===== config.mk =====
export PLATFORM = sky130hd
export DESIGN_NAME = pic_irq_priority_stage
export DESIGN_NICKNAME = d
export VERILOG_FILES = /design/src/rtl/pic_pkg.sv /design/src/rtl/pic_rotating_prio_encoder.sv /design/src/rtl/pic_irq_priority_stage.sv
export SDC_FILE = /design/constraint.sdc
export NUM_CORES = 1
export LEC_CHECK = 0
export BUFFER_PORTS_ARGS = -buffer_cell sky130_fd_sc_hd__clkbuf_2
export CAP_MARGIN = 15
export CORE_MARGIN = 2
export CORE_UTILIZATION = 63
export CTS_CLUSTER_DIAMETER = 100
export DETAILED_ROUTE_END_ITERATION = 10
export GPL_ROUTABILITY_DRIVEN = 0
export PLACE_DENSITY = 0.87
export SLEW_MARGIN = 20
export SYNTH_ARGS = -nofsm -noshare
export SYNTH_HDL_FRONTEND = slang
export SYNTH_SLANG_ARGS = --single-unit

===== constraint.sdc =====
create_clock -name clk -period 7.6 [get_ports clk]
set_clock_uncertainty 0.2 [all_clocks]
set_input_delay 0.76 -clock clk [delete_from_list [all_inputs] [get_ports clk]]
set_output_delay 0.76 -clock clk [all_outputs]
set_load 0.01 [all_outputs]

===== src/rtl/pic_pkg.sv =====
// rtl/pic_pkg.sv - shared constants, OCW2 EOI encodings and rotation helpers for the PIC
package pic_pkg;

    localparam int NUM_IRQ = 8;
    localparam int IDX_W   = 3;

    // OCW2 R/SL/EOI field values, decoded by the control logic
    localparam logic [2:0] OCW2_ROT_AEOI_CLR = 3'b000;
    localparam logic [2:0] OCW2_NS_EOI       = 3'b001;
    localparam logic [2:0] OCW2_NOP          = 3'b010;
    localparam logic [2:0] OCW2_SP_EOI       = 3'b011;
    localparam logic [2:0] OCW2_ROT_AEOI_SET = 3'b100;
    localparam logic [2:0] OCW2_ROT_NS_EOI   = 3'b101;
    localparam logic [2:0] OCW2_SET_PRIO     = 3'b110;
    localparam logic [2:0] OCW2_ROT_SP_EOI   = 3'b111;

    // Relative priority 0 is the highest level, i.e. lowest_prio + 1
    function automatic logic [IDX_W-1:0] idx_to_rel(input logic [IDX_W-1:0] idx,
                                                     input logic [IDX_W-1:0] lowest_prio);
        return idx - lowest_prio - IDX_W'(1);
    endfunction

    function automatic logic [IDX_W-1:0] rel_to_idx(input logic [IDX_W-1:0] rel,
                                                     input logic [IDX_W-1:0] lowest_prio);
        return rel + lowest_prio + IDX_W'(1);
    endfunction

endpackage


===== src/rtl/pic_rotating_prio_encoder.sv =====
// rtl/pic_rotating_prio_encoder.sv - circular priority encoder with a movable lowest level
module pic_rotating_prio_encoder
    import pic_pkg::*;
(
    input  logic [NUM_IRQ-1:0] req,
    input  logic [IDX_W-1:0]   lowest_prio,
    output logic [IDX_W-1:0]   idx,
    output logic               valid
);

    // Scan from lowest to highest relative priority so the last hit wins
    always_comb begin
        idx   = '0;
        valid = 1'b0;
        for (int r = NUM_IRQ - 1; r >= 0; r--) begin
            if (req[rel_to_idx(IDX_W'(r), lowest_prio)]) begin
                idx   = rel_to_idx(IDX_W'(r), lowest_prio);
                valid = 1'b1;
            end
        end
    end

endmodule


===== src/rtl/pic_irq_priority_stage.sv =====
// rtl/pic_irq_priority_stage.sv - IRR/ISR registers, priority resolution, EOI and rotation
module pic_irq_priority_stage
    import pic_pkg::*;
(
    input  logic                clk,
    input  logic                reset,
    input  logic [NUM_IRQ-1:0]  IR,
    input  logic                init,
    input  logic                ltim,
    input  logic [NUM_IRQ-1:0]  imr,
    input  logic                set_isr,
    input  logic                ack_done,
    input  logic                aeoi,
    input  logic                eoi_valid,
    input  logic                eoi_specific,
    input  logic [IDX_W-1:0]    eoi_level,
    input  logic                rotate_on_eoi,
    input  logic                set_prio,
    input  logic [IDX_W-1:0]    prio_level,
    output logic [NUM_IRQ-1:0]  irr,
    output logic [NUM_IRQ-1:0]  isr,
    output logic                int_req,
    output logic [IDX_W-1:0]    vec_idx,
    output logic [IDX_W-1:0]    highest_priority_ISR,
    output logic                isr_any
);

    logic [IDX_W-1:0]   lowest_prio;
    logic [NUM_IRQ-1:0] ir_prev;

    logic [IDX_W-1:0]   cand_idx;
    logic               cand_valid;
    logic [IDX_W-1:0]   isr_idx;
    logic               isr_valid;

    logic [NUM_IRQ-1:0] xfer_mask;
    logic [NUM_IRQ-1:0] eoi_clr;
    logic [NUM_IRQ-1:0] aeoi_clr;
    logic [NUM_IRQ-1:0] irr_next;
    logic [NUM_IRQ-1:0] isr_next;
    logic [IDX_W-1:0]   prio_next;
    logic [IDX_W-1:0]   vec_next;
    logic               int_next;

    pic_rotating_prio_encoder u_irr_enc (
        .req         (irr & ~imr),
        .lowest_prio (lowest_prio),
        .idx         (cand_idx),
        .valid       (cand_valid)
    );

    pic_rotating_prio_encoder u_isr_enc (
        .req         (isr),
        .lowest_prio (lowest_prio),
        .idx         (isr_idx),
        .valid       (isr_valid)
    );

    assign highest_priority_ISR = isr_valid ? isr_idx : '0;
    assign isr_any              = isr_valid;

    always_comb begin
        xfer_mask = '0;
        eoi_clr   = '0;
        aeoi_clr  = '0;
        prio_next = lowest_prio;
        vec_next  = vec_idx;

        if (set_isr) begin
            vec_next = cand_valid ? cand_idx : IDX_W'(NUM_IRQ - 1);
            if (cand_valid)
                xfer_mask = NUM_IRQ'(1) << cand_idx;
        end

        // EOI and AEOI both act on the ISR as it stood before this edge
        if (eoi_valid) begin
            if (eoi_specific) begin
                if (isr[eoi_level])
                    eoi_clr = NUM_IRQ'(1) << eoi_level;
            end else if (isr_valid) begin
                eoi_clr = NUM_IRQ'(1) << isr_idx;
            end
        end
        if (ack_done && aeoi)
            aeoi_clr = NUM_IRQ'(1) << vec_idx;

        if (rotate_on_eoi) begin
            if (|aeoi_clr)
                prio_next = vec_idx;
            if (|eoi_clr)
                prio_next = eoi_specific ? eoi_level : isr_idx;
        end
        if (set_prio)
            prio_next = prio_level;

        if (ltim)
            irr_next = IR & ~xfer_mask;
        else
            irr_next = (irr | (IR & ~ir_prev)) & IR & ~xfer_mask;

        // A set on the same bit as a clear keeps the bit in service
        isr_next = (isr & ~(eoi_clr | aeoi_clr)) | xfer_mask;

        int_next = cand_valid &&
                   (!isr_valid || (idx_to_rel(cand_idx, lowest_prio) <
                                   idx_to_rel(isr_idx, lowest_prio)));
    end

    always_ff @(posedge clk) begin
        if (reset || init) begin
            irr         <= '0;
            isr         <= '0;
            int_req     <= 1'b0;
            vec_idx     <= '0;
            lowest_prio <= IDX_W'(NUM_IRQ - 1);
            ir_prev     <= '1;
        end else begin
            irr         <= irr_next;
            isr         <= isr_next;
            int_req     <= int_next;
            vec_idx     <= vec_next;
            lowest_prio <= prio_next;
            ir_prev     <= IR;
        end
    end

endmodule


==> summary.md <==
The run finished with clean final reports. Using the TritonRoute via totals, the vias-per-cell ratio works out to 7.29. Of the post-synthesis cell area, the dominant cell type holds 16.3%.

The repair_antennas step left the layout with diodes totalling 0. The worst path arrival time came out at 4.99 ns. The top fanout value on the critical path came out at 35.

In this run the critical register-to-register path is captured at int_req. The setup TNS came out at 0 ns. The most common cell after layout, fill and taps aside is clkbuf_2.

The H-tree generated during clock tree synthesis spans 2 levels. The critical path runs through a total of 18 cells. For this run, the top clock speed supported by timing is 0.200 GHz. The maximum clock insertion buffer count came out at 2. The most used flip-flop cell after synthesis is dfxtp_1. The placed instances occupy a cell area of 0.00408 mm2.

Detailed placement finished with a half-perimeter wire length of 8.11 mm. The worst register-to-register path begins at lowest_prio[0]. Critical path class: reg -> reg. Number of synthesized flops with an enable pin: 0. The family of cells with the greatest summed delay on the critical path was buffers and inverters. The share of flip-flops with an asynchronous set or reset after synthesis is 0%, and the total via count after detailed routing is 4,040.

The residual antenna-violating net count after detailed routing came out at 0. The worst register-to-register path has a depth of 18. The root buffer cell chosen for the clock tree is clkbuf_8.

Buffers added to address setup during post-CTS repair amount to 0. The synthesis-to-layout area growth works out to 9.14%. In this run the static leakage power is 1.80 nW. Number of stages on the worst hold path: 1. The worst pin sits at a relative slew slack of 57.7%. Final number of max-transition violations: 0. The slowest stage cell on the critical path was mux4_2.

On the worst path, the slowest cell contributes a delay of 0.41 ns. TritonCTS built the clock tree. The number of warnings printed during yosys synthesis is 0. The run gives 0 as the post-cts gate resize count.

Sorting the synthesized cells by area gives the leading types as dfxtp_1, mux4_2, mux2i_1, mux2_2, nand2_1. The multi-input gate area in the final layout came out at 0.00297 mm2. The final layout contains 520 nets. The register bit total from synthesis works out to 31. For the worst-skew pair, the clock arrives at the later sink with an insertion delay of 0.29 ns. The number of CTS-inserted buffers was 5; the final cell count without fillers was 554. Entering global routing, the biggest net connects 36 pins. In the final layout, flip-flops and latches occupy 621 um2. The type of destination of the critical path is a register.

Before antenna repair, the detailed router went through 5 iterations. The number of global-route vias before repair is 3,667, and the power consumption is 0.500 mW. Hold repair after CTS inserted 0 buffers.

The tools report the critical path capture point as int_req. The average size of a mapped cell works out to 8.68 um2. The tools report the row count as 28.

The number of antenna violations at the first check in global routing was 0. Setup repair after global routing left no endpoint under its margin. Vertical extent of the die: 81.9 um.

The signal on the critical path passes through buf_4 > inv_6 > ha_1 > buf_4 > xor2_1 > mux4_2 > and2_1 > o21ai_0 > o41ai_1 > a21oi_4 > inv_2 > fa_1 > xor2_1 > xnor2_1 > ha_1 > nor2b_1 > o21ai_0 > and3_1. The logs give 482 for the number of nets in the synthesized netlist and 546 for the placed cell count. The run gives 2.67 ns as the pre-CTS worst setup slack.

The run gives 0 as the DRC violation count after routing. The fill cell instance count of the final layout was 457; the wire length per cell after detailed routing was 20.4 um. For the total die area, the log shows 0.00670 mm2. For this configuration, the core starts out at a cell density of 64.9%. The first global-routing pass estimated 17.7 mm of wire.

The peak ir drop on the vdd network is 0.000183 V, and the horizontal die dimension is 81.9 um. Core utilization of the finished layout: 70.8%. The transition time of the tightest slew-check pin works out to 0.627 ns. The first routing iteration left 465 violations. For the finished layout, the period the worst path requires is 5.01 ns. The final hold violation count is 0, and the number of top-level pins is 57.

The first element of the critical path was lowest_prio[0]. The setup check on the worst reg-to-reg path leaves a slack of 2.59 ns. The tree built by TritonCTS fans out to 31 sinks. Setup slack closes at 2.59 ns. The number of I/O port buffers is 56, and the total power density per cell area is 120 mW/mm2.

For the overall fraction of global-route tracks in use, the log shows 34.0%. For the max-capacitance violation count, the log shows 0. Setup violations remaining at the end of the flow were counted as 0. In the layout the commonest cells are clkbuf_2, nand2_1, mux2i_1.

The ratio of final minimum period to clock period is 65.9%. The critical path contains buffers and inverters numbering 4 combined. The remaining global-route overflow was 0.

The smallest hold slack is 0.207 ns, and the core footprint is 0.00589 mm2. The cell accounting for the most synthesized area was dfxtp_1. After clock tree synthesis, the clock-pin slew on the worst setup and hold paths is 0.07 ns. The proportion of layout cells with a drive suffix above 1 works out to 25.5%.

In this run, distinct cell masters in the synthesized netlist total 76. The worst hold path belongs to the class reg -> reg. The logs give 16.3% for the part of the Yosys area used for sequential elements and 0.00382 mm2 for the post-synthesis instance area.

The final instance area is 0.00417 mm2. The routed design has 11.3 mm of wire. After technology mapping, the gate count stands at 440. The worst setup path is launched from a register. For the worst setup path, the data required time is 7.58 ns.
-- power breakdown --
group	internal [mW]	switching (mW)
logic	0.0812	0.117
registers	0.168	0.00692
clock network	0.0639	0.0626
-- layout make-up --
cell class / instances / share of cell area, %
multi-input combinational: 361 / 71.4
timing repair buffer: 62 / 7.81
clock inverter: 2 / 0.300
sequential: 31 / 14.9
tap: 75 / 2.25
inverter: 17 / 1.65
clock buffer: 6 / 1.74
-- registers in the layout, indices dropped and copies added, names as in the netlist --
register,cells
int_req,1
ir_prev,8
irr,8
isr,8
lowest_prio,3
vec_idx,3
-- how the worst min path moves through the flow --
stage,from,end,slack (ns)
after floorplan,ir_prev[0],irr[0],0.19
after global placement,ir_prev[0],irr[0],0.19
after detailed placement,ir_prev[0],irr[0],0.20
after global routing,ir_prev[7],irr[7],0.21
after CTS,ir_prev[2],irr[2],0.21
final,ir_prev[3],irr[3],0.21
-- worst register-to-register path, delay by kind of cell (launching register included) --
family          cells  cell delay [ns]
mux                 1             0.41
xor+xnor            3             0.69
compound gates      4             0.65
flops               1             0.30
buf+inv             4             1.09
fa+ha+maj           3             1.05
simple gates        3             0.50
-- cells by family after synthesis --
| kind of cell | Yosys count | share of synthesized area (%) |
|---|---|---|
| XOR/XNOR | 9 | 3.11 |
| adder cells (fa/ha/maj) | 9 | 3.34 |
| buffers and inverters | 48 | 5.86 |
| AND/OR/NAND/NOR | 156 | 21.4 |
| multiplexers | 72 | 27.5 |
| AO/OA/AOI/OAI | 115 | 22.5 |
| flip-flops | 31 | 16.3 |
-- metal layers --
layer	global-route usage [%]	routed length (um)	vias to the layer above
li1	-	-	1787
met5	0	0	-
met3	4.40	983	62
met4	13.8	518	0
met2	58.0	5360	279
met1	43.3	4420	1912
-- synth_stat cells (all sizes together), types with 2 or more instances --
cell type  number
nor2           33
or2             4
nand4           6
o311ai          4
nand3           8
and4            2
o211ai          8
nand3b          5
ha              7
o21a            6
clkbuf         20
o21ai          17
dfxtp          31
nand2          41
a22oi           3
or3             8
o31ai           2
nor3            8
mux2i          34
a211oi          7
a221oi          6
a31oi           6
o211a           7
fa              2
and2            5
nand2b          5
nor4            2
xor2            4
o22ai          10
and3            3
xnor2           4
a21oi          17
mux4           24
nor3b           3
buf            11
nor2b          12
or3b            4
o2bb2ai         2
nand4b          3
mux2           14
inv            17
o221ai          5
a221o           3
No activity file was read; power rests on OpenSTA's default activity.
